--- src/rtl/one_hot_detect_pkg.sv ---
// Shared helpers for the one-hot detector: index-width derivation and the
// registered flag bundle with its reset value.
package one_hot_detect_pkg;

    // Index width for a slice of w bits; a single bit still gets a 1-bit index.
    function automatic int unsigned idx_width(input int unsigned w);
        return (w <= 1) ? 1 : $clog2(w);
    endfunction

    typedef struct packed {
        logic onehot;
        logic zero;
        logic multi;
    } flags_t;

    localparam flags_t FlagsRst = '{onehot: 1'b0, zero: 1'b1, multi: 1'b0};

endpackage

--- src/rtl/onehot_tree_node.sv ---
// Recursive reduction node: reports whether its slice has any bit set, more than
// one bit set, and the index of the highest-priority set bit within the slice.
module onehot_tree_node
    import one_hot_detect_pkg::*;
#(
    parameter  int unsigned WIDTH = 2,
    localparam int unsigned IDX_W = idx_width(WIDTH)
) (
    input  logic [WIDTH-1:0] i_din,
    output logic             o_any,
    output logic             o_multi,
    output logic [IDX_W-1:0] o_idx
);

    if (WIDTH == 1) begin : g_leaf
        assign o_any   = i_din[0];
        assign o_multi = 1'b0;
        assign o_idx   = '0;
    end else begin : g_split
        // Low child is the largest power of two below WIDTH, so the high child's
        // index only needs the top index bit prepended.
        localparam int unsigned LoW    = 1 << (IDX_W - 1);
        localparam int unsigned HiW    = WIDTH - LoW;
        localparam int unsigned LoIdxW = idx_width(LoW);
        localparam int unsigned HiIdxW = idx_width(HiW);

        logic              w_any_lo;
        logic              w_any_hi;
        logic              w_multi_lo;
        logic              w_multi_hi;
        logic [LoIdxW-1:0] w_idx_lo;
        logic [HiIdxW-1:0] w_idx_hi;

        onehot_tree_node #(
            .WIDTH (LoW)
        ) u_lo (
            .i_din   (i_din[LoW-1:0]),
            .o_any   (w_any_lo),
            .o_multi (w_multi_lo),
            .o_idx   (w_idx_lo)
        );

        onehot_tree_node #(
            .WIDTH (HiW)
        ) u_hi (
            .i_din   (i_din[WIDTH-1:LoW]),
            .o_any   (w_any_hi),
            .o_multi (w_multi_hi),
            .o_idx   (w_idx_hi)
        );

        assign o_any   = w_any_lo | w_any_hi;
        assign o_multi = w_multi_lo | w_multi_hi | (w_any_lo & w_any_hi);

        if (IDX_W == 1) begin : g_idx_bit
            // Both children are single-bit leaves with constant-zero indices.
            logic w_unused;
            assign w_unused = ^{w_idx_lo, w_idx_hi};
            assign o_idx    = w_any_hi;
        end else begin : g_idx_mux
            logic [IDX_W-2:0] w_idx_hi_ext;
            assign w_idx_hi_ext = (IDX_W - 1)'(w_idx_hi);
            assign o_idx = w_any_hi ? {1'b1, w_idx_hi_ext} : {1'b0, w_idx_lo};
        end
    end

endmodule

--- src/rtl/one_hot_detect.sv ---
// Classifies a word as one-hot, zero or multi-hot with the set-bit index, both
// combinationally and through a one-cycle registered copy.
module one_hot_detect
    import one_hot_detect_pkg::*;
#(
    parameter  int unsigned DATA_WIDTH = 32,
    localparam int unsigned IDX_W      = idx_width(DATA_WIDTH)
) (
    input  logic                  clk,
    input  logic                  reset,
    input  logic [DATA_WIDTH-1:0] din,
    output logic                  onehot,
    output logic                  zero,
    output logic                  multi,
    output logic [IDX_W-1:0]      idx,
    output logic                  onehot_q,
    output logic                  zero_q,
    output logic                  multi_q,
    output logic [IDX_W-1:0]      idx_q
);

    logic             w_any;
    logic             w_multi;
    logic [IDX_W-1:0] w_idx_raw;
    flags_t           w_flags;
    flags_t           r_flags;
    logic [IDX_W-1:0] r_idx;

    onehot_tree_node #(
        .WIDTH (DATA_WIDTH)
    ) u_root (
        .i_din   (din),
        .o_any   (w_any),
        .o_multi (w_multi),
        .o_idx   (w_idx_raw)
    );

    assign w_flags.onehot = w_any & ~w_multi;
    assign w_flags.zero   = ~w_any;
    assign w_flags.multi  = w_multi;

    assign onehot = w_flags.onehot;
    assign zero   = w_flags.zero;
    assign multi  = w_flags.multi;
    // The tree's index is meaningless unless exactly one bit is set.
    assign idx    = w_flags.onehot ? w_idx_raw : '0;

    always_ff @(posedge clk) begin
        if (reset) begin
            r_flags <= FlagsRst;
            r_idx   <= '0;
        end else begin
            r_flags <= w_flags;
            r_idx   <= idx;
        end
    end

    assign onehot_q = r_flags.onehot;
    assign zero_q   = r_flags.zero;
    assign multi_q  = r_flags.multi;
    assign idx_q    = r_idx;

endmodule

--- config.mk ---
export PLATFORM = sky130hd
export DESIGN_NAME = one_hot_detect
export DESIGN_NICKNAME = d
export VERILOG_FILES = /design/src/rtl/one_hot_detect_pkg.sv /design/src/rtl/onehot_tree_node.sv /design/src/rtl/one_hot_detect.sv
export SDC_FILE = /design/constraint.sdc
export NUM_CORES = 1
export LEC_CHECK = 0
export CAP_MARGIN = 20
export CORE_MARGIN = 3
export CORE_UTILIZATION = 35
export DETAILED_ROUTE_END_ITERATION = 16
export PLACE_DENSITY = 0.78
export SYNTH_ARGS = -nofsm -noshare
export SYNTH_HDL_FRONTEND = slang
export SYNTH_SLANG_ARGS = --single-unit
--- constraint.sdc ---
create_clock -name clk -period 1.8 [get_ports clk]
set_input_delay 0.18 -clock clk [delete_from_list [all_inputs] [get_ports clk]]
set_output_delay 0.18 -clock clk [all_outputs]
set_load 0.01 [all_outputs]
==> results of run 1 <==
path summary, 6_finish.rpt:
| path | from | end | slack [ns] | cells after the start |
|---|---|---|---|---|
| worst min-delay path | din[31] | idx_q[0] | 0.57 | 5 |
| worst max-delay path | din[6] | idx[1] | -0.49 | 10 |
power by group through the flow:
stage | sequential (uW) | combinational, uW | clock, uW
after detailed placement | 184 | 287 | 0
after CTS | 180 | 337 | 151
after global placement | 184 | 280 | 0
after floorplan | 185 | 62.4 | 0
after global routing | 180 | 408 | 168
final | 180 | 402 | 161
sequential cells by signal, summed over array words and instances (netlist names):
signal / cells
idx_q: 5
multi_q: 1
onehot_q: 1
zero_q: 1
cells in the mapped netlist (2+ instances only):
| cell type | n | share of area [%] |
|---|---|---|
| a21oi_1 | 7 | 3.8 |
| nand2_1 | 3 | 1.2 |
| nor4_1 | 4 | 2.7 |
| nand4_1 | 2 | 1.4 |
| o2111ai_1 | 3 | 2.9 |
| nor4_4 | 6 | 14 |
| clkbuf_1 | 2 | 0.82 |
| inv_1 | 8 | 3.3 |
| nor3_1 | 7 | 3.8 |
| dfxtp_1 | 8 | 18 |
| nor4_2 | 2 | 2.7 |
| a21boi_0 | 2 | 1.6 |
| nor2_1 | 13 | 5.4 |
| o311ai_1 | 2 | 1.9 |
| nor2b_1 | 3 | 2.1 |
| o22ai_1 | 8 | 5.5 |
| a22oi_1 | 8 | 6.6 |
| o21bai_1 | 2 | 1.6 |
| o31ai_1 | 2 | 1.6 |
| a2111oi_0 | 2 | 1.9 |
layer usage:
metal | GRT usage [%] | routed length [um] | vias to the layer above
met2 | 68.5 | 3450 | 243
met1 | 41.3 | 2450 | 840
met4 | 25.5 | 984 | 0
li1 | - | - | 705
met3 | 10.2 | 1030 | 113
met5 | 0 | 0 | -
timing repair:
item / CTS / global route
setup endpoints to repair: 15 / 12
buffers inserted: 16 / 6
gates resized for setup: 222 / 31
pin swaps: 34 / 9
cell families (layout without fill, tap and decap cells):
kind of cell,count (synthesis),count (layout)
AOI/OAI and AO/OA,43,43
buffers and inverters,10,136
DFF,8,8
and+or+nand+nor,46,46
muxes,1,1
worst min-delay path, delay by kind of cell:
kind	cells	cell delay [ns]
AND/OR/NAND/NOR	1	0.17
buffers and inverters	3	0.35
AO/OA/AOI/OAI	1	0.08
final cells by class:
cell class,instances,area share (%)
Sequential cell,8,7.11
Inverter,8,1.33
Multi-Input combinational cell,90,42.1
Tap cell,28,1.55
Clock buffer,3,0.999
Timing Repair Buffer,125,46.9
through the flow:
stage               total power, uW  area, um2  setup WS, ns
global placement                464       1880         -1.14
global route                    756       2250        -0.579
detailed placement              471       1880         -1.18
finish                          743       2250        -0.489
floorplan                       248        930       -0.0572
CTS                             667       2160        -0.297
==> impl_metrics.json, run 1 <==
{
  "status": "finished, violations left",
  "violations": "negative setup slack",
  "start_kind": "input pin",
  "drt_iter0_drc": 267,
  "synth-seq-cells": 8,
  "final_cell_mix": "52 x buf_4, 35 x buf_6, 24 x buf_2",
  "grt_overflow": 0,
  "yosysSeqAreaShare_pct": 17.6,
  "drv_cap": 0,
  "cts.path.max_buffers": 2,
  "viasPerCell": 7.26,
  "tightestPinTransition_ns": 0.683,
  "drive_gt1_share_pct": 70.9,
  "antenna_found_initial": 0,
  "synth_edf_count": 0,
  "grt_max_degree": 8,
  "synth_fa_ha_area_share_pct": 0,
  "synth_top_flop_cell": "dfxtp_1",
  "power.share.switching_pct": 39.6,
  "synth_xor_area_share_pct": 0,
  "seq_power_share_pct": 24.2,
  "hp-class": "in2reg",
  "syn_area_um2": 912,
  "cts_num_sinks": 8,
  "cp.arrival_ns": 2.11,
  "ys_types": 34,
  "p_int_uw": 449,
  "synthMuxAreaShare_pct": 1.23,
  "die_area_um2": 3250,
  "crit_path_max_incr_delay_ns": 0.64,
  "h-tree-depth": 1,
  "port_buffers": 49,
  "dp.cells": 240,
  "setup_viol": 12,
  "grt_first_pass_wirelength_um": 9670,
  "vias": 1901,
  "syn_avg_cell_area_um2": 8.45,
  "postCtsHoldBufs": 0,
  "cts-root-buf": "clkbuf_4",
  "cts_tree": "yes",
  "nFillCells": 46,
  "core_area_um2": 2340,
  "place.gp.congestion": 0.880,
  "area.growth.synth_to_final_pct": 147,
  "power.density_nw_per_um2": 330,
  "syn_nets": 142,
  "regArea_um2": 160,
  "nets": 270,
  "final_util_pct": 96.3,
  "p_comb_share_pct": 54.1,
  "diodes": 0,
  "timing_max_transition_violations_final": 0,
  "worst_slack_ns": -0.489,
  "async_flop_share_pct": 0,
  "initial_utilization_pct": 39.0,
  "hold_viol": 0,
  "synth_cells": 108,
  "post-route-period-util_pct": 127,
  "p_switching_uw": 294,
  "tns_ns": -3.24,
  "wire_per_inst_um": 30.2,
  "mostFrequentLayoutCell": "buf_4",
  "min_period_ns": 2.29,
  "die_w_um": 57.1,
  "yosysWarnings": 0,
  "cp_num_buf_inv": 5,
  "required_ns": 1.62,
  "clkSlewWorstSetupHoldPaths_ns": 0.06,
  "grt_pass1_vias": 1816,
  "grt_usage_pct": 39.2,
  "crit_path_max_fanout": 4,
  "yosys.area_share.simple_pct": 38.8,
  "critPathTopFamily": "buffers and inverters",
  "num_rows": 17,
  "ir_worst_vdd_uv": 293,
  "crit_path_end_kind": "primary output",
  "drt_wl_total_um": 7910,
  "cts_made_buffers": 3,
  "rsz0062_at_grt": "true",
  "drtAntennaViolNets": 0,
  "p_leak_uw": 0.000974,
  "route.detailed.drc": 0,
  "multi_input_area_um2": 948,
  "timing.hold.ws_ns": 0.568,
  "worstSetupPathType": "in2out",
  "fp.dieH_um": 57.1,
  "final_cells": 262,
  "crit_chain": "buf_2, buf_6, buf_4, nor2_1, o31ai_1, a2111oi_0, buf_4, mux2_2, nor3_2, buf_2",
  "ios": 50,
  "synth_compound_area_share_pct": 38.3,
  "place_hpwl_um": 3650,
  "max_freq_mhz": 437,
  "dr.pass1.iters": 5,
  "cp_slowest_cell": "a2111oi_0",
  "relSlewSlack_pct": 53.3,
  "pwr-share-clk_pct": 21.7,
  "synth_top_family_by_area": "simple AND/OR/NAND/NOR gates"
}
(Power assumes the default switching activity.)
==> run 2: changes to the inputs <==
--- a/config.mk
+++ b/config.mk
@@ -6,10 +6,14 @@
 export NUM_CORES = 1
 export LEC_CHECK = 0
 export CAP_MARGIN = 20
+export CELL_PAD_IN_SITES_DETAIL_PLACEMENT = 0
+export CELL_PAD_IN_SITES_GLOBAL_PLACEMENT = 1
 export CORE_MARGIN = 3
-export CORE_UTILIZATION = 35
+export CORE_UTILIZATION = 24
+export CTS_CLUSTER_DIAMETER = 60
 export DETAILED_ROUTE_END_ITERATION = 16
-export PLACE_DENSITY = 0.78
+export PLACE_DENSITY = 0.77
+export RECOVER_POWER = 50
 export SYNTH_ARGS = -nofsm -noshare
 export SYNTH_HDL_FRONTEND = slang
 export SYNTH_SLANG_ARGS = --single-unit
==> impl_metrics.json, run 2 (same netlist as run 1, synthesis figures left out) <==
{
  "status": "finished, violations left",
  "violations": "negative setup slack",
  "ios": 50,
  "die_area_um2": 4580,
  "worst_slack_ns": -0.371,
  "grt_overflow": 0,
  "power.share.switching_pct": 33.3,
  "drt_wl_total_um": 5860,
  "cp.arrival_ns": 1.99,
  "timing_max_transition_violations_final": 0,
  "multi_input_area_um2": 1040,
  "cts_made_buffers": 3,
  "worstHoldEndpoint": "idx_q[0]",
  "place_hpwl_um": 3550,
  "clkSlewWorstSetupHoldPaths_ns": 0.04,
  "area.growth.synth_to_final_pct": 169,
  "setup_viol": 12,
  "nets": 279,
  "crit_path_end_kind": "primary output",
  "start_kind": "input pin",
  "power.density_nw_per_um2": 322,
  "fp.dieH_um": 67.7,
  "place_ws_ns": -1.18,
  "p_switching_uw": 263,
  "cts-root-buf": "clkbuf_8",
  "grt_usage_pct": 24.9,
  "max_freq_mhz": 461,
  "pwr-share-clk_pct": 27.4,
  "relSlewSlack_pct": 68.9,
  "regArea_um2": 160,
  "drv_cap": 0,
  "mostFrequentLayoutCell": "buf_4",
  "final_cell_mix": "63 x buf_4, 33 x buf_6, 24 x buf_2",
  "rsz0062_at_grt": "true",
  "timing.hold.ws_ns": 0.511,
  "final_util_pct": 70.2,
  "cts_num_sinks": 8,
  "hold_viol": 0,
  "ir_worst_vdd_uv": 340,
  "crit_path_max_fanout": 3,
  "crit_chain": "clkdlybuf4s15_2, buf_6, a22oi_2, nand4_1, nor4_4, o211ai_4, buf_6, nor4_4, buf_2",
  "cts_tree": "yes",
  "required_ns": 1.62,
  "critPathTopFamily": "simple AND/OR/NAND/NOR gates",
  "vias": 1633,
  "p_int_uw": 527,
  "worstSetupPathType": "in2out",
  "initial_utilization_pct": 26.1,
  "nFillCells": 235,
  "place.gp.congestion": 0.915,
  "diodes": 0,
  "cp_slowest_cell": "nor4_4",
  "cp_num_buf_inv": 4,
  "port_buffers": 49,
  "p_leak_uw": 0.00106,
  "grt_first_pass_wirelength_um": 8500,
  "seq_power_share_pct": 22.9,
  "largest_reg_flops": 5,
  "drt_iter0_drc": 92,
  "p_comb_share_pct": 49.7,
  "hp-start": "din[23]",
  "core_area_um2": 3490,
  "grt_max_degree": 6,
  "viasPerCell": 5.65,
  "dp.cells": 262,
  "num_rows": 21,
  "min_period_ns": 2.17,
  "die_w_um": 67.7,
  "final_cells": 289,
  "route.detailed.drc": 0,
  "h-tree-depth": 1,
  "wire_per_inst_um": 20.3,
  "antenna_found_initial": 0,
  "dr.pass1.iters": 4,
  "cts.path.max_buffers": 2,
  "drtAntennaViolNets": 0,
  "crit_path_max_incr_delay_ns": 0.41,
  "grt_pass1_vias": 1683,
  "post-route-period-util_pct": 121,
  "min_path_cells": 5,
  "postCtsHoldBufs": 0,
  "tightestPinTransition_ns": 0.466,
  "drive_gt1_share_pct": 73.7,
  "hp-class": "in2reg"
}
## run 2: changes by cell type in the layout (fill, tap and decap cells not counted), moves of 3 or more
| cell | delta |
|---|---|
| clkbuf_4 | -3 |
| clkbuf_8 | +3 |
| buf_4 | +11 |
| dlygate4sd3_1 | +5 |
| clkdlybuf4s50_1 | -5 |
## run 2: worst max-delay path by stage
stage	start	endpoint	slack (ns)	cells after the start
floorplan	din[17]	idx[0]	-0.06	5
global placement	din[5]	idx[0]	-1.13	7
detailed placement	din[5]	idx[0]	-1.18	7
CTS	din[7]	idx[0]	-0.34	7
global route	din[10]	idx[0]	-0.44	9
finish	din[20]	idx[0]	-0.37	9
## run 2: per-layer routing
layer | wire length [um] | vias to the layer above | share of wire, % | GRT usage, %
met1 | 2200 | 817 | 38 | 29.1
met4 | 158 | 0 | 2.7 | 8.35
met5 | 0 | - | 0 | 0
met3 | 349 | 16 | 6.0 | 3.33
li1 | - | 716 | - | -
met2 | 3150 | 84 | 54 | 45.9
## run 2: metrics by stage
step	TNS, ns	total power [uW]	cell area (um2)
after floorplan	-0.0674	248	930
after global placement	-11.11	473	1930
after detailed placement	-11.60	477	1930
after CTS	-1.28	753	2300
after global routing	-3.12	819	2450
final	-2.44	790	2450
## run 2: final cells by class
type | count | share of cell area [%]
inverter | 8 | 1.22
sequential | 8 | 6.53
tap | 46 | 2.35
clock buffer | 3 | 1.68
timing repair buffer | 134 | 45.6
multi-input combinational | 90 | 42.6
## run 2: timing repair
action / in CTS / in global routing
pin swaps: 37 / 11
buffers inserted: 20 / 6
resized for setup: 229 / 32
setup endpoints to repair: 16 / 15
## run 2: power by group through the flow
stage          logic (uW)  registers [uW]  clock network (uW)
5_1_grt               412             181                 226
2_1_floorplan        62.4             185                   0
6_report              393             181                 216
4_1_cts               352             181                 219
3_5_place_dp          293             184                   0
3_3_place_gp          289             184                   0
